<file path="config.mk">
export PLATFORM = sky130hd
export DESIGN_NAME = project_selector
export DESIGN_NICKNAME = d
export VERILOG_FILES = /design/src/rtl/project_selector.sv
export SDC_FILE = /design/constraint.sdc
export NUM_CORES = 1
export LEC_CHECK = 0
export BUFFER_PORTS_ARGS = -buffer_cell sky130_fd_sc_hd__buf_2
export CAP_MARGIN = 10
export CORE_MARGIN = 3
export CORE_UTILIZATION = 49
export CTS_BUF_LIST = sky130_fd_sc_hd__clkbuf_8
export CTS_CLUSTER_SIZE = 24
export DETAILED_ROUTE_END_ITERATION = 10
export MAX_ROUTING_LAYER = met4
export PLACE_DENSITY = 0.88
export SLEW_MARGIN = 20
export SYNTH_ARGS = -nofsm -noshare
export SYNTH_HDL_FRONTEND = slang
export SYNTH_SLANG_ARGS = --single-unit
</file>
<file path="constraint.sdc">
create_clock -name wb_clk_i -period 3.4 [get_ports wb_clk_i]
set_input_delay 0.34 -clock wb_clk_i [delete_from_list [all_inputs] [get_ports wb_clk_i]]
set_output_delay 0.34 -clock wb_clk_i [all_outputs]
set_load 0.005 [all_outputs]
</file>
<file path="src/rtl/project_selector.sv">
// project_selector: Wishbone-controlled generator of the one-hot project
// enables for the multi-project user area. At most one enable is ever high,
// and every switch passes through a guard window with all enables low so the
// shared io_out/io_oeb pads never see two drivers.
module project_selector #(
    parameter int          NUM_PROJECTS = 16,
    parameter int          ID_W         = 4,
    parameter int          GUARD_CYCLES = 8,
    parameter logic [31:0] BASE_ADDR    = 32'h3000_0000
) (
    input  logic                    wb_clk_i,
    input  logic                    wb_rst_n,
    input  logic                    wbs_stb_i,
    input  logic                    wbs_cyc_i,
    input  logic                    wbs_we_i,
    input  logic [3:0]              wbs_sel_i,
    input  logic [31:0]             wbs_dat_i,
    input  logic [31:0]             wbs_adr_i,
    output logic                    wbs_ack_o,
    output logic [31:0]             wbs_dat_o,
    output logic [NUM_PROJECTS-1:0] active_o,
    output logic                    switch_irq_o
);

    localparam int          CNT_W       = $clog2(GUARD_CYCLES + 1);
    localparam logic [31:0] SELECT_ADDR = BASE_ADDR;
    localparam logic [31:0] STATUS_ADDR = BASE_ADDR + 32'd4;

    typedef enum logic [1:0] {
        ST_IDLE,
        ST_GUARD,
        ST_RUN
    } state_e;

    state_e                  state_q;
    logic [ID_W-1:0]         target_id_q;
    logic [ID_W-1:0]         running_id_q;
    logic                    enable_q;
    logic                    error_q;
    logic [CNT_W-1:0]        guard_cnt_q;
    logic                    ack_q;
    logic [31:0]             dat_q;
    logic [31:0]             dat_d;
    logic [NUM_PROJECTS-1:0] active_q;
    logic                    irq_q;

    // Bus request decode
    logic            req;
    logic            hit_select;
    logic            hit_status;
    logic            select_wr;
    logic            error_clr;
    logic [ID_W-1:0] wr_id;
    logic            wr_en;
    logic            wr_id_bad;
    logic            same_as_running;

    // A new request is only taken while no ack is outstanding, so the
    // handshake naturally alternates request / ack.
    assign req        = wbs_stb_i & wbs_cyc_i & ~ack_q;
    assign hit_select = (wbs_adr_i == SELECT_ADDR);
    assign hit_status = (wbs_adr_i == STATUS_ADDR);
    assign select_wr  = req & wbs_we_i & hit_select & (wbs_sel_i[1:0] == 2'b11);
    assign error_clr  = req & wbs_we_i & hit_status & wbs_sel_i[3] & wbs_dat_i[24];

    assign wr_id      = wbs_dat_i[ID_W-1:0];
    assign wr_en      = wbs_dat_i[8];
    // The whole low byte is range-checked so ids that overflow the id field
    // are rejected rather than silently aliased onto a legal project.
    assign wr_id_bad  = ({1'b0, wbs_dat_i[7:0]} >= 9'(NUM_PROJECTS));
    assign same_as_running = (state_q == ST_RUN) && (wr_id == running_id_q);

    // Data bits with no meaning in either register
    logic unused_bits;
    assign unused_bits = &{1'b0, wbs_sel_i[2], wbs_dat_i[31:25], wbs_dat_i[23:9]};

    // Read data mux; zero unless a read of a mapped register is being taken
    always_comb begin
        // NOTE: default first so every path assigns dat_d and no latch is inferred.
        dat_d = '0;
        if (req && !wbs_we_i) begin
            if (hit_select) begin
                dat_d[8]        = enable_q;
                dat_d[ID_W-1:0] = target_id_q;
            end else if (hit_status) begin
                dat_d[ID_W-1:0] = (state_q == ST_RUN) ? running_id_q : '0;
                dat_d[16]       = (state_q == ST_GUARD);
                dat_d[17]       = (state_q == ST_RUN);
                dat_d[24]       = error_q;
            end
        end
    end

    // Bus response registers: single-cycle ack and data valid only with ack
    always_ff @(posedge wb_clk_i or negedge wb_rst_n) begin
        if (!wb_rst_n) begin
            ack_q <= 1'b0;
            dat_q <= '0;
        end else begin
            // NOTE: non-blocking assignments for all state so every register
            // samples pre-edge values regardless of statement order.
            ack_q <= req;
            dat_q <= dat_d;
        end
    end

    // Project selection FSM with registered enable and irq outputs
    always_ff @(posedge wb_clk_i or negedge wb_rst_n) begin
        if (!wb_rst_n) begin
            state_q      <= ST_IDLE;
            target_id_q  <= '0;
            running_id_q <= '0;
            enable_q     <= 1'b0;
            error_q      <= 1'b0;
            guard_cnt_q  <= '0;
            active_q     <= '0;
            irq_q        <= 1'b0;
        end else begin
            irq_q <= 1'b0;
            if (error_clr) begin
                error_q <= 1'b0;
            end

            if (select_wr && wr_en && wr_id_bad) begin
                error_q <= 1'b1;
            end else if (select_wr && !wr_en) begin
                state_q     <= ST_IDLE;
                enable_q    <= 1'b0;
                guard_cnt_q <= '0;
                active_q    <= '0;
            end else if (select_wr && !same_as_running) begin
                // Any new target, including one written mid-guard, restarts
                // the full guard window with every enable low.
                state_q     <= ST_GUARD;
                target_id_q <= wr_id;
                enable_q    <= 1'b1;
                guard_cnt_q <= CNT_W'(GUARD_CYCLES);
                active_q    <= '0;
            end else if (state_q == ST_GUARD) begin
                if (guard_cnt_q == CNT_W'(1)) begin
                    state_q      <= ST_RUN;
                    running_id_q <= target_id_q;
                    guard_cnt_q  <= '0;
                    active_q     <= NUM_PROJECTS'(1) << target_id_q;
                    irq_q        <= 1'b1;
                end else begin
                    guard_cnt_q <= guard_cnt_q - CNT_W'(1);
                end
            end
        end
    end

    assign wbs_ack_o    = ack_q;
    assign wbs_dat_o    = dat_q;
    assign active_o     = active_q;
    assign switch_irq_o = irq_q;

endmodule

</file>
======== After elaboration in Yosys (flattened, before gate mapping) ========
Cells that the tools add are included.
word-level totals
  bits in registers ....................... 42
  input bits .............................. 73
  output and inout port bits .............. 50
cells by class
  $add $sub $neg .......................... 1
  magnitude comparators ................... 1
  equal/unequal tests ..................... 7
  shift-type cells ........................ 1
  mux-type cells .......................... 33
  bitwise logic cells ..................... 12
  reduce and logical (&&, ||, !) cells .... 18
operator list
  kind                                                 count
  == test 32 x 30 -> 1 bit, second input constant      2
  two-way mux 16 bit                                   4
  two-way mux 4 bit                                    8
  << shifter 1 x 4 -> 16 bit, first input constant     1
  two-way mux 1 bit                                    14
  two-way mux 2 bit                                    7
  bitwise AND 1 bit                                    8
  >= comparator 8 x 5 -> 1 bit, second input constant  1
  logical AND 1 bit                                    6
  AND reduction 3 bit                                  2
  nonzero test 3 bit                                   2
  AND reduction 5 bit                                  1
  == test 2 bit, second input constant                 2
  == test 4 x 1 -> 1 bit, second input constant        1
  == test 4 bit                                        1
  inverter 1 bit                                       4
  AND reduction 2 bit                                  2
  nonzero test 2 bit                                   2
  subtractor 4 x 1 -> 4 bit, second input constant     1
  logical NOT 1 bit                                    3
  == test 2 x 1 -> 1 bit, second input constant        1

======== Longest topological paths before layout ========
Gate-level depths: netlist (run 1).
  word-level depth ........................ 9
  depth in mapped cells ................... 8
  mapped depth without buffers ............ 8

======== Worst setup path after synthesis (run 1) ========
Ideal clock, no wire load.
  kind .................................... input -> register
  start ................................... input wbs_adr_i[10]
  end ..................................... register active_q[11] (netlist: active_o[11])
  setup time .............................. 121 ps
  arrival ................................. 2062 ps
  required time ........................... 3279 ps
  path slack .............................. 1217 ps
  stages on the path ...................... 7
  path buffers ............................ 1
  cells stage by stage .................... or4_4 > nor3_4 > and4_4 > nor2_2 > a211o_4 > buf_6 > a22o_1
on the way
  word-level cells in the longest chain between the ends .. 7
  elaborated cells on any way between the ends .. 13
  classes of those cells .................. eq/ne: 1; mux: 2; bitwise: 3; reduce/logical: 7
ends and longest elaborated chain
  item                                 line  text
  start: declaration                   18    input logic [31:0] wbs_adr_i,
  == test 32 x 30 -> 1 bit (*)         61    assign hit_select = (wbs_adr_i == SELECT_ADDR);
  bitwise AND 1 bit (*) (2 in series)  63    assign select_wr = req & wbs_we_i & hit_select & (wbs_sel_i[1:0] == 2'b11);
  logical AND 1 bit (2 in series)      124   if (select_wr && wr_en && wr_id_bad) begin
  inverter 1 bit (no line)             --
  AND reduction 3 bit (no line)        --
  end signal: assignment               144   active_q <= NUM_PROJECTS'(1) << target_id_q;
  end: declaration                     44    logic [NUM_PROJECTS-1:0] active_q;
Mark *: on every way between the ends. The rest lies on a longest branch, timed or not.
A chain may end at the register's enable or synchronous reset.

======== Final worst setup path (run 1) ========
  start ................................... register state_q[0]
  end ..................................... register running_id_q[0]
on the way
  word-level cells in the longest chain between the ends .. 6
  elaborated cells on any way between the ends .. 7
  classes of those cells .................. eq/ne: 2; bitwise: 1; reduce/logical: 4
ends and longest elaborated chain
  item                               line  text
  start: declaration                 35    state_e state_q;
  start signal: assignment           110   state_q <= ST_IDLE;
  start signal: assignment           127   state_q <= ST_IDLE;
  start signal: assignment           134   state_q <= ST_GUARD;
  == test 2 bit                      71    assign same_as_running = (state_q == ST_RUN) && (wr_id == running_id_q);
  logical AND 1 bit                  71
  logical NOT 1 bit                  131   end else if (select_wr && !same_as_running) begin
  logical AND 1 bit                  131
  inverter 1 bit (no line)           --
  AND reduction 5 bit (no line) (*)  --
  end signal: assignment             142   running_id_q <= target_id_q;
  end: declaration                   37    logic [ID_W-1:0] running_id_q;
Marks and branches as above.

==> key figures, run 1 <==
Finish
  – ANT cells: 0
  – Area added between synthesis and finish: 19.9%
  – Layout cell share with drive strength beyond 1: approximately a third
  – Final cell count without fillers: around 330
  – Nets@finish: 356
  – Area of the multi-input gates: ~980 um^2
  – Fillcell total: 329
  – FF/Latch Area: ~1100 um^2
  – Finished Cell Area: 2600 um^2

Drt
  – Post-route ant nets: 0
  – Iteration-0 DRC Markers: 96
  – Via density: 5.46
  – First-pass DRT Iterations: 4
  – DR WL met3: 442 um
  – Met2 WL: 2280 um
  – Total Wirelength: about 4800 um
  – Met1 Wirelength: around 2000 um
  – Top sig layer: met4
  – Drt wl/cell: roughly 15 um
  – Detailed-route DRC error count: 0
  – Via count: about 1,800

Placed design
  – Inst Count DP: about 320
  – Post-DP HPWL: about 3600 um
  – Place WS: ~0.9 ns
  – IO Port Bufs: between 70 and 80
  – Post-DP Area: between 2000 and 2500 um^2
  – Placer Congestion: between 0.8 and 0.9

Die
  – DIE AREA: between 5000 and 6000 um^2
  – Die Y-Extent: roughly 72 um
  – Core Area: about 4100 um^2
  – Starting Density: between 50% and 60%
  – IO Count: around 120
  – Die width: between 70 and 80 um
  – Rows: 23

Power
  – PwrDens: about 370 nW/um^2
  – Static leakage: around 1.3 nW
  – Peak VDD IR: 209 uV
  – Total power: 0.949 mW

CTS
  – Number of post-CTS setup repair buffers: 0
  – CTS clock-pin slew for the worst setup and hold paths: roughly 0.08 ns
  – Gates resized, CTS repair: 0
  – H-tree levels: 2
  – TritonCTS clock tree: built
  – Clock Path Buffers: 2
  – # clock sinks: 42
  – Num CTS Buffers: 5
  – Root buffer cell: clkbuf_8
  – Latest clock arrival within the worst-skew pair: about 0.30 ns
  – Hold buffers post-CTS: 0

Synthesis
  – Avg Cell Area, Syn: 10.6 um^2
  – EDFF count, synth: 0
  – Post-synthesis async set-or-reset flop share: 100%
  – Predominant post-synthesis flop cell: dfrtp_1
  – Synth Cell Area: about 2200 um^2
  – Synth cell types: 40
  – Ys Warns: 0
  – Seq cells post-synth: between 40 and 50
  – Post-synthesis instance total: around 200
  – Seq/Total Area, Yosys: between 40% and 50%

Timing
  – Final hold vios: 0
  – Min cycle time layout: about 2.5 ns
  – Fin crit share: 73.7%
  – Slew at the pin closest to its max-slew limit: around 0.89 ns
  – Max-slew violation count: 0
  – Max Clk Rate: approximately 0.4 GHz
  – RSZ-0062 raised after global routing: false
  – Post-route setup TNS: 0 ns
  – Setup violations, final: 0
  – Clock Skew: 0.0118 ns
  – Setup WS post-layout: ~0.9 ns
  – Worst slew margin: between 40% and 50%

Worst setup path
  – CP max FO: 7
  – Crit end category: flop
  – Setup Crit Path Kind: flop to flop
  – Worst path max stage delay: roughly 0.43 ns
  – FF-to-FF path depth: 6
  – Worst Path Buf+Inv: 0
  – Cell count along the critical path: 6
  – CP startpoint: state_q[0]
  – Worst R2R End: running_id_q[0]
  – Worst path slowest cell: nor2_1
  – Worst Setup Start Kind: flop
  – Reg2reg setup slack: 0.89 ns
  – Reg-to-Reg Start: state_q[0]
  – CP required: ~3.6 ns
  – CP Capture Point: running_id_q[0]
  – CP arrival: about 2.7 ns
  – Crit-path leading delay family: simple AND/OR/NAND/NOR gates
  – Critical Path, Cell by Cell: nor2b_1 > nand4_1 > nor2_1 > a311oi_1 > nor2_1 > mux2_2
  – Most frequent CP cell: nor2_1

GRT
  – First-pass GRT wire length: approximately 7800 um
  – Initial antenna violation count: 0
  – Grt ovf: 0
  – Gr usage total: 19.8%
  – Vias in the first global route: 1,721
  – Largest net degree at the start of global routing: 43

Min path
  – Min-delay worst type: input pin to async pin

Run
  – Max-cap viol count: 0

Outcome
  – Status: finished clean
per-layer routing:
| metal | vias up | global-route usage [%] |
|---|---|---|
| met4 | 0 | 8.40 |
| met5 | - | - |
| met3 | 11 | 4.99 |
| li1 | 847 | - |
| met1 | 853 | 23.9 |
| met2 | 103 | 31.4 |
state kept, by name, indices dropped and copies added, names as in the netlist:
name / cells
active_o: 16
wbs_dat_o: 8
guard_cnt_q: 4
running_id_q: 4
target_id_q: 4
state_q: 2
enable_q: 1
error_q: 1
switch_irq_o: 1
wbs_ack_o: 1
layout make-up:
| class | count | share of cell area, % |
|---|---|---|
| flip-flops and latches | 42 | 40.5 |
| multi-input cells | 153 | 37.8 |
| repair buffers | 75 | 14.5 |
| clock buffers | 5 | 2.65 |
| well taps | 50 | 2.41 |
| clock inverters | 3 | 1.59 |
| inverters | 4 | 0.578 |
through the flow:
stage                     hold WS (ns)  utilization (%)
after floorplan                 0.0444                -
after global placement           0.482             60.0
after detailed placement         0.485             60.0
after CTS                        0.191             62.7
after global routing             0.241             62.7
final                            0.159             62.7
how the worst min path moves through the flow:
stage	from	endpoint	slack, ns
floorplan	wb_rst_n	active_o[0]	0.04
global placement	error_q	error_q	0.48
detailed placement	active_o[11]	active_o[11]	0.49
CTS	wb_rst_n	state_q[1]	0.19
global route	wb_rst_n	state_q[1]	0.24
finish	wb_rst_n	guard_cnt_q[2]	0.16
cells in the final DEF (no fill, tap or decap), types with 8 or more instances in the layout:
master,synthesis,final
a22o_1,16,16
nor2_1,10,10
nand2_1,10,10
mux2_2,8,8
a21oi_1,9,9
nand2b_1,8,8
dfrtp_1,42,42
buf_2,0,75
conb_1,1,24
o21ai_0,8,8
synth_stat cells (all sizes together), types with 5 or more instances:
cell    instances  area, um^2
nand3           5        25.0
nor2           11        43.8
buf            25         191
a21oi           9        45.0
nand2          10        37.5
nor3b           5        37.5
o21ai           8        40.0
dfrtp          42        1050
mux2            8        90.1
nand2b          8        50.1
nor3            7        46.3
a22o           16         140
logic make-up after synthesis:
family          synth area share (%)
flops                           48.6
other cells                    0.173
compound gates                  13.5
mux                             4.16
buf+inv                         10.1
fa+ha+maj                       1.16
xor+xnor                        1.62
simple gates                    20.8
report_power, final:
part	internal, mW	leakage (nW)	switching [mW]	total, mW
clock	0.216	0.0556	0.173	0.390
sequential	0.500	0.560	0.000280	0.500
combinational	0.0258	0.724	0.0341	0.0599
Note: power is estimated with default switching activity, not from simulation.
==> inputs of run 2 (changes only) <==
--- a/config.mk
+++ b/config.mk
@@ -8,12 +8,12 @@
 export BUFFER_PORTS_ARGS = -buffer_cell sky130_fd_sc_hd__buf_2
 export CAP_MARGIN = 10
 export CORE_MARGIN = 3
-export CORE_UTILIZATION = 49
+export CORE_UTILIZATION = 41
 export CTS_BUF_LIST = sky130_fd_sc_hd__clkbuf_8
 export CTS_CLUSTER_SIZE = 24
 export DETAILED_ROUTE_END_ITERATION = 10
 export MAX_ROUTING_LAYER = met4
-export PLACE_DENSITY = 0.88
+export PLACE_DENSITY = 0.78
 export SLEW_MARGIN = 20
 export SYNTH_ARGS = -nofsm -noshare
 export SYNTH_HDL_FRONTEND = slang
==> constraint.sdc (replaced) <==
create_clock -name wb_clk_i -period 2.15 [get_ports wb_clk_i]
set_input_delay 0.215 -clock wb_clk_i [delete_from_list [all_inputs] [get_ports wb_clk_i]]
set_output_delay 0.215 -clock wb_clk_i [all_outputs]
set_load 0.005 [all_outputs]
==> run 2 against run 1 <==
Net effect:
- final area rose by 6.5%
- core utilization shrank 6.4 points
- sequential power increased by 58%
- setup slack got worse by 0.75 ns
- combinational power is 72% higher
- first-iteration DRC count increased by 63%
- sequential share of layout area fell by 2.5 points
- critical path depth stayed put
- critical path type unchanged
- critical endpoint is now running_id_q[2]
==> key figures, run 2 (synthesis results as in run 1) <==
Outcome
  – Status: finished clean

CTS
  – CTS clock-pin slew for the worst setup and hold paths: 0.08 ns
  – Latest clock arrival within the worst-skew pair: 0.30 ns
  – Clock Path Buffers: 2
  – TritonCTS clock tree: built
  – Num CTS Buffers: 5
  – H-tree levels: 2
  – Root buffer cell: clkbuf_8
  – Number of post-CTS setup repair buffers: 0
  – # clock sinks: 42

Drt
  – Iteration-0 DRC Markers: 156
  – Detailed-route DRC error count: 0
  – Post-route ant nets: 0
  – Total Wirelength: 5070 um
  – First-pass DRT Iterations: 4
  – Drt wl/cell: 13.9 um
  – Via count: around 1,900
  – Via density: 5.11

Worst setup path
  – Worst path slowest cell: dfrtp_1
  – CP required: roughly 2.3 ns
  – Crit-path leading delay family: simple AND/OR/NAND/NOR gates
  – Crit end category: flop
  – Worst Path Buf+Inv: 0
  – CP arrival: 2.20 ns
  – Cell count along the critical path: 6
  – Setup Crit Path Kind: flop to flop
  – CP max FO: 5
  – Worst path max stage delay: about 0.4 ns
  – FF-to-FF path depth: 6
  – Critical Path, Cell by Cell: nor2b_1 > nand4_1 > nor2_1 > a311oi_2 > nor2_2 > mux2_2
  – Worst Setup Start Kind: flop

Finish
  – ANT cells: 0
  – Nets@finish: ~370
  – Max reg flops: 16
  – Commonest cells after routing, fill and taps aside: buf_2, dfrtp_1, conb_1
  – Layout cell share with drive strength beyond 1: around two fifths
  – Area added between synthesis and finish: 27.7%
  – Most common cell after layout, fill and taps aside: buf_2
  – Final design utilization: 56.3%

Timing
  – Max-slew violation count: 0
  – Final hold vios: 0
  – Clock Skew: roughly 0.0042 ns
  – Min cycle time layout: between 2 and 2.5 ns
  – Setup violations, final: 0
  – Post-route setup TNS: 0 ns
  – Fin crit share: 93.4%
  – Max Clk Rate: 0.498 GHz

Die
  – Die Y-Extent: just under 80 um
  – Rows: 25
  – IO Count: ~120
  – Core Area: roughly 4900 um^2
  – Starting Density: roughly 44%
  – Die width: between 70 and 80 um
  – DIE AREA: slightly above 6000 um^2

Run
  – Max-cap viol count: 0

GRT
  – Initial antenna violation count: 0
  – Vias in the first global route: ~1,700
  – Largest net degree at the start of global routing: 24
  – Grt ovf: 0
  – First-pass GRT wire length: 8090 um
  – Gr usage total: between 10% and 20%

Placed design
  – Post-DP HPWL: slightly below 4000 um
  – IO Port Bufs: between 70 and 80
  – Placer Congestion: 0.851

Power
  – Static leakage: 1.42 nW
  – Total power: 1.52 mW
  – PwrDens: roughly 550 nW/um^2
  – Peak VDD IR: 228 uV

Min path
  – Min-delay worst type: input pin to flop
  – Worst Hold Path Cells: 2
## run 2: cell count changes in the layout (fill, tap and decap cells not counted), moves of 2 or more
| cell | previous run | this run |
|---|---|---|
| nor3b_1 | 5 | 3 |
| nor3_2 | 0 | 2 |
| buf_4 | 0 | 14 |
| nor3_1 | 6 | 4 |
| nor3b_2 | 0 | 2 |
## run 2: what timing repair did
action                                  4_1_cts  5_1_grt
hold buffers                                  1        0
gates resized for setup                       0        6
endpoints found under the setup margin        0       15
hold endpoints to repair                      7        0
## run 2: final timing paths
kind | slack (ns) | to | startpoint
min in group asynchronous | 0.29 | guard_cnt_q[0] | wb_rst_n
setup / recovery | 0.14 | running_id_q[2] | state_q[1]
hold reg to reg | 0.50 | error_q | error_q
max in group asynchronous | 1.34 | active_o[7] | wb_rst_n
hold / removal | 0.18 | target_id_q[0] | wbs_dat_i[0]
setup reg to reg | 0.14 | running_id_q[2] | state_q[1]
## run 2: routing by layer
layer  vias up  global-route usage (%)  part of all wire (%)
met3        11                    4.59                   9.8
li1        878                       -                     -
met1       868                    22.0                    42
met2       104                    26.7                    46
met4         0                    6.12                   2.1
met5         -                       -                     0
## run 2: area by class of cell
class                   instances  area (um^2)
fillers                       428         2150
flip-flops and latches         42         1050
multi-input cells             153         1010
repair buffers                 90          490
well taps                      67         83.8
clock buffers                   5         68.8
clock inverters                 3         43.8
inverters                       4         15.0
## run 2: power breakdown
group	switching, mW	internal (mW)	total (mW)
logic	0.0574	0.0456	0.103
registers	0.000400	0.790	0.790
clock network	0.282	0.348	0.630
## run 2: per-stage QoR
stage | area [um^2] | hold slack, ns | worst slack [ns] | instances
3_3_place_gp | 2610 | 0.0616 | -0.0370 | 355
6_report | 2760 | 0.179 | 0.142 | 364
5_1_grt | 2760 | 0.166 | -0.0163 | 364
2_1_floorplan | 2250 | -0.0806 | 0.0922 | 227
4_1_cts | 2740 | 0.177 | 0.0226 | 364
3_5_place_dp | 2610 | 0.0577 | -0.0812 | 355
==> inputs of run 3 (changes only) <==
--- a/config.mk
+++ b/config.mk
@@ -8,12 +8,12 @@
 export BUFFER_PORTS_ARGS = -buffer_cell sky130_fd_sc_hd__buf_2
 export CAP_MARGIN = 10
 export CORE_MARGIN = 3
-export CORE_UTILIZATION = 41
+export CORE_UTILIZATION = 45
 export CTS_BUF_LIST = sky130_fd_sc_hd__clkbuf_8
 export CTS_CLUSTER_SIZE = 24
 export DETAILED_ROUTE_END_ITERATION = 10
 export MAX_ROUTING_LAYER = met4
-export PLACE_DENSITY = 0.78
+export PLACE_DENSITY = 0.82
 export SLEW_MARGIN = 20
 export SYNTH_ARGS = -nofsm -noshare
 export SYNTH_HDL_FRONTEND = slang
==> constraint.sdc (replaced) <==
create_clock -name wb_clk_i -period 2.2 [get_ports wb_clk_i]
set_input_delay 0.22 -clock wb_clk_i [delete_from_list [all_inputs] [get_ports wb_clk_i]]
set_output_delay 0.22 -clock wb_clk_i [all_outputs]
set_load 0.005 [all_outputs]
==> run 3 against run 2 <==
Net effect:
- setup slack improved by 0.011 ns
- via count shrank 0.97%
- final area is 3.3% lower
- register-to-register slack hardly changed
- die area down 8.2%
- clock skew is 0.0026 ns higher
- count of clock-buffer cells in the layout is the same
- non-clock buffer count is 3 lower
- fmax decreased by 1.9%
- clock power is 24% lower
- sequential power fell by 2%
- worst hold slack gained 0.0044 ns
==> key figures, run 3 (synthesis results as in run 1) <==
Timing
  – Worst slew margin: about 61%
  – Max Clk Rate: roughly 0.49 GHz
  – Final hold vios: 0
  – Post-route setup TNS: 0 ns
  – Max-slew violation count: 0
  – Hold WS: roughly 0.18 ns
  – Clock Skew: 0.00683 ns
  – RSZ-0062 raised after global routing: false
  – Slew at the pin closest to its max-slew limit: ~0.58 ns
  – Setup violations, final: 0
  – Fin crit share: between 90 and 100%
  – Min cycle time layout: a little over 2 ns

Power
  – Peak VDD IR: around 210 uV
  – Cell internal pwr: just over 1 mW
  – Switching Fraction: 23.3%
  – P_sw: approximately 0.31 mW
  – Clock Power Share: 35.4%
  – Static leakage: roughly 1.4 nW
  – Comb power frac: between 7 and 8%
  – PwrDens: ~500 nW/um^2
  – Sequential power share: between 50% and 60%

Die
  – IO Count: 123
  – Core Area: roughly 4500 um^2
  – Die Y-Extent: approximately 75 um
  – Starting Density: between 40% and 50%
  – Rows: 24
  – Die width: roughly 75 um
  – DIE AREA: approximately 5700 um^2

GRT
  – Grt met1 use: 25.6%
  – Initial antenna violation count: 0
  – Met2 usage in global routing: between 20% and 30%
  – Gr usage total: between 10% and 20%
  – Busiest grt layer: met2
  – First-pass GRT wire length: 7750 um
  – Grt ovf: 0
  – Met3 capacity usage during global routing: roughly 4.5%
  – Largest net degree at the start of global routing: 23
  – Vias in the first global route: 1,646

Finish
  – Max reg flops: 16
  – Finished Cell Area: around 2700 um^2
  – Fillcell total: 370
  – Nets@finish: between 300 and 400
  – Commonest cells after routing, fill and taps aside: buf_2, dfrtp_1, conb_1
  – Final design utilization: a little under 60%
  – ANT cells: 0
  – Area added between synthesis and finish: 23.5%
  – Most common cell after layout, fill and taps aside: buf_2
  – Layout cell share with drive strength beyond 1: between 30 and 40%

Worst setup path
  – Worst Setup Start Kind: flop
  – CP required: approximately 2.4 ns
  – Crit end category: flop
  – CP arrival: around 2.3 ns
  – CP max FO: 6
  – Setup Crit Path Kind: flop to flop

Drt
  – First-pass DRT Iterations: 4
  – Via count: roughly 1,800
  – Post-route ant nets: 0
  – Via density: approximately 5.3
  – Iteration-0 DRC Markers: ~110
  – Drt wl/cell: ~14 um
  – Total Wirelength: between 5000 and 6000 um
  – Detailed-route DRC error count: 0

CTS
  – Num CTS Buffers: 5
  – H-tree levels: 2
  – Clock Path Buffers: 2
  – # clock sinks: 42
  – TritonCTS clock tree: built
  – Latest clock arrival within the worst-skew pair: 0.30 ns
  – CTS clock-pin slew for the worst setup and hold paths: about 0.080 ns
  – Root buffer cell: clkbuf_8

Placed design
  – Post-DP Area: roughly 2600 um^2
  – IO Port Bufs: 75
  – Post-DP HPWL: a little under 4000 um
  – Placer Congestion: between 0.8 and 0.9

Run
  – Max-cap viol count: 0

Min path
  – Min-delay worst type: input pin to flop

Outcome
  – Status: finished clean
[run 3: cell count changes in the layout (fill, tap and decap cells not counted), sizes merged]
cell    delta
clkinv     +1
buf        -3
bufinv     -1
[run 3: power groups by stage]
stage          logic [mW]  registers [mW]  clock network (mW)
5_1_grt             0.113           0.773               0.521
4_1_cts            0.0989           0.773               0.493
3_3_place_gp       0.0952           0.788                   0
2_1_floorplan      0.0601           0.788                   0
3_5_place_dp       0.0976           0.788                   0
6_report           0.0990           0.773               0.478
[run 3: what timing repair did]
item / 4_1_cts / 5_1_grt
resized for setup: 0 / 1
hold endpoints to repair: 20 / 0
hold buffers: 1 / 0
buffers inserted: 0 / 0
endpoints found under the setup margin: 0 / 2
[run 3: metal layers]
layer,wire length (um),vias to the layer above
met3,573,9
met2,2350,118
li1,-,873
met4,61,0
met5,0,-
met1,2030,843
[run 3: layout make-up]
type | count | area [um^2] | share of cell area, %
Clock buffer | 5 | 68.8 | 2.57
Clock inverter | 3 | 17.5 | 0.655
Inverter | 4 | 15.0 | 0.562
Multi-Input combinational cell | 153 | 987 | 36.9
Sequential cell | 42 | 1050 | 39.3
Tap cell | 52 | 65.1 | 2.43
Timing Repair Buffer | 87 | 468 | 17.5
[run 3: through the flow]
step / power [mW] / std cells / worst slack, ns
global placement: 0.883 / 337 / 0.0425
global route: 1.41 / 346 / 0.0202
finish: 1.35 / 346 / 0.154
floorplan: 0.848 / 227 / 0.137
detailed placement: 0.886 / 337 / 0.0236
CTS: 1.36 / 346 / 0.185
[run 3: worst max-delay path: stages, from the launching register on]
cell	delay (ns)
dfrtp_1	0.40
nor2b_1	0.22
nand4_1	0.11
nor2_1	0.23
buf_4	0.20
a21oi_1	0.13
nor3_1	0.48
a22o_1	0.22
[run 3: final timing paths]
path	from	end	slack, ns	cells after the start
setup / recovery	state_q[1]	active_o[8]	0.15	7
hold / removal	wbs_dat_i[1]	target_id_q[1]	0.18	2
setup reg to reg	state_q[1]	active_o[8]	0.15	7
hold reg to reg	active_o[6]	active_o[6]	0.50	1
max in group asynchronous	wb_rst_n	active_o[10]	1.22	3
min in group asynchronous	wb_rst_n	target_id_q[0]	0.41	2
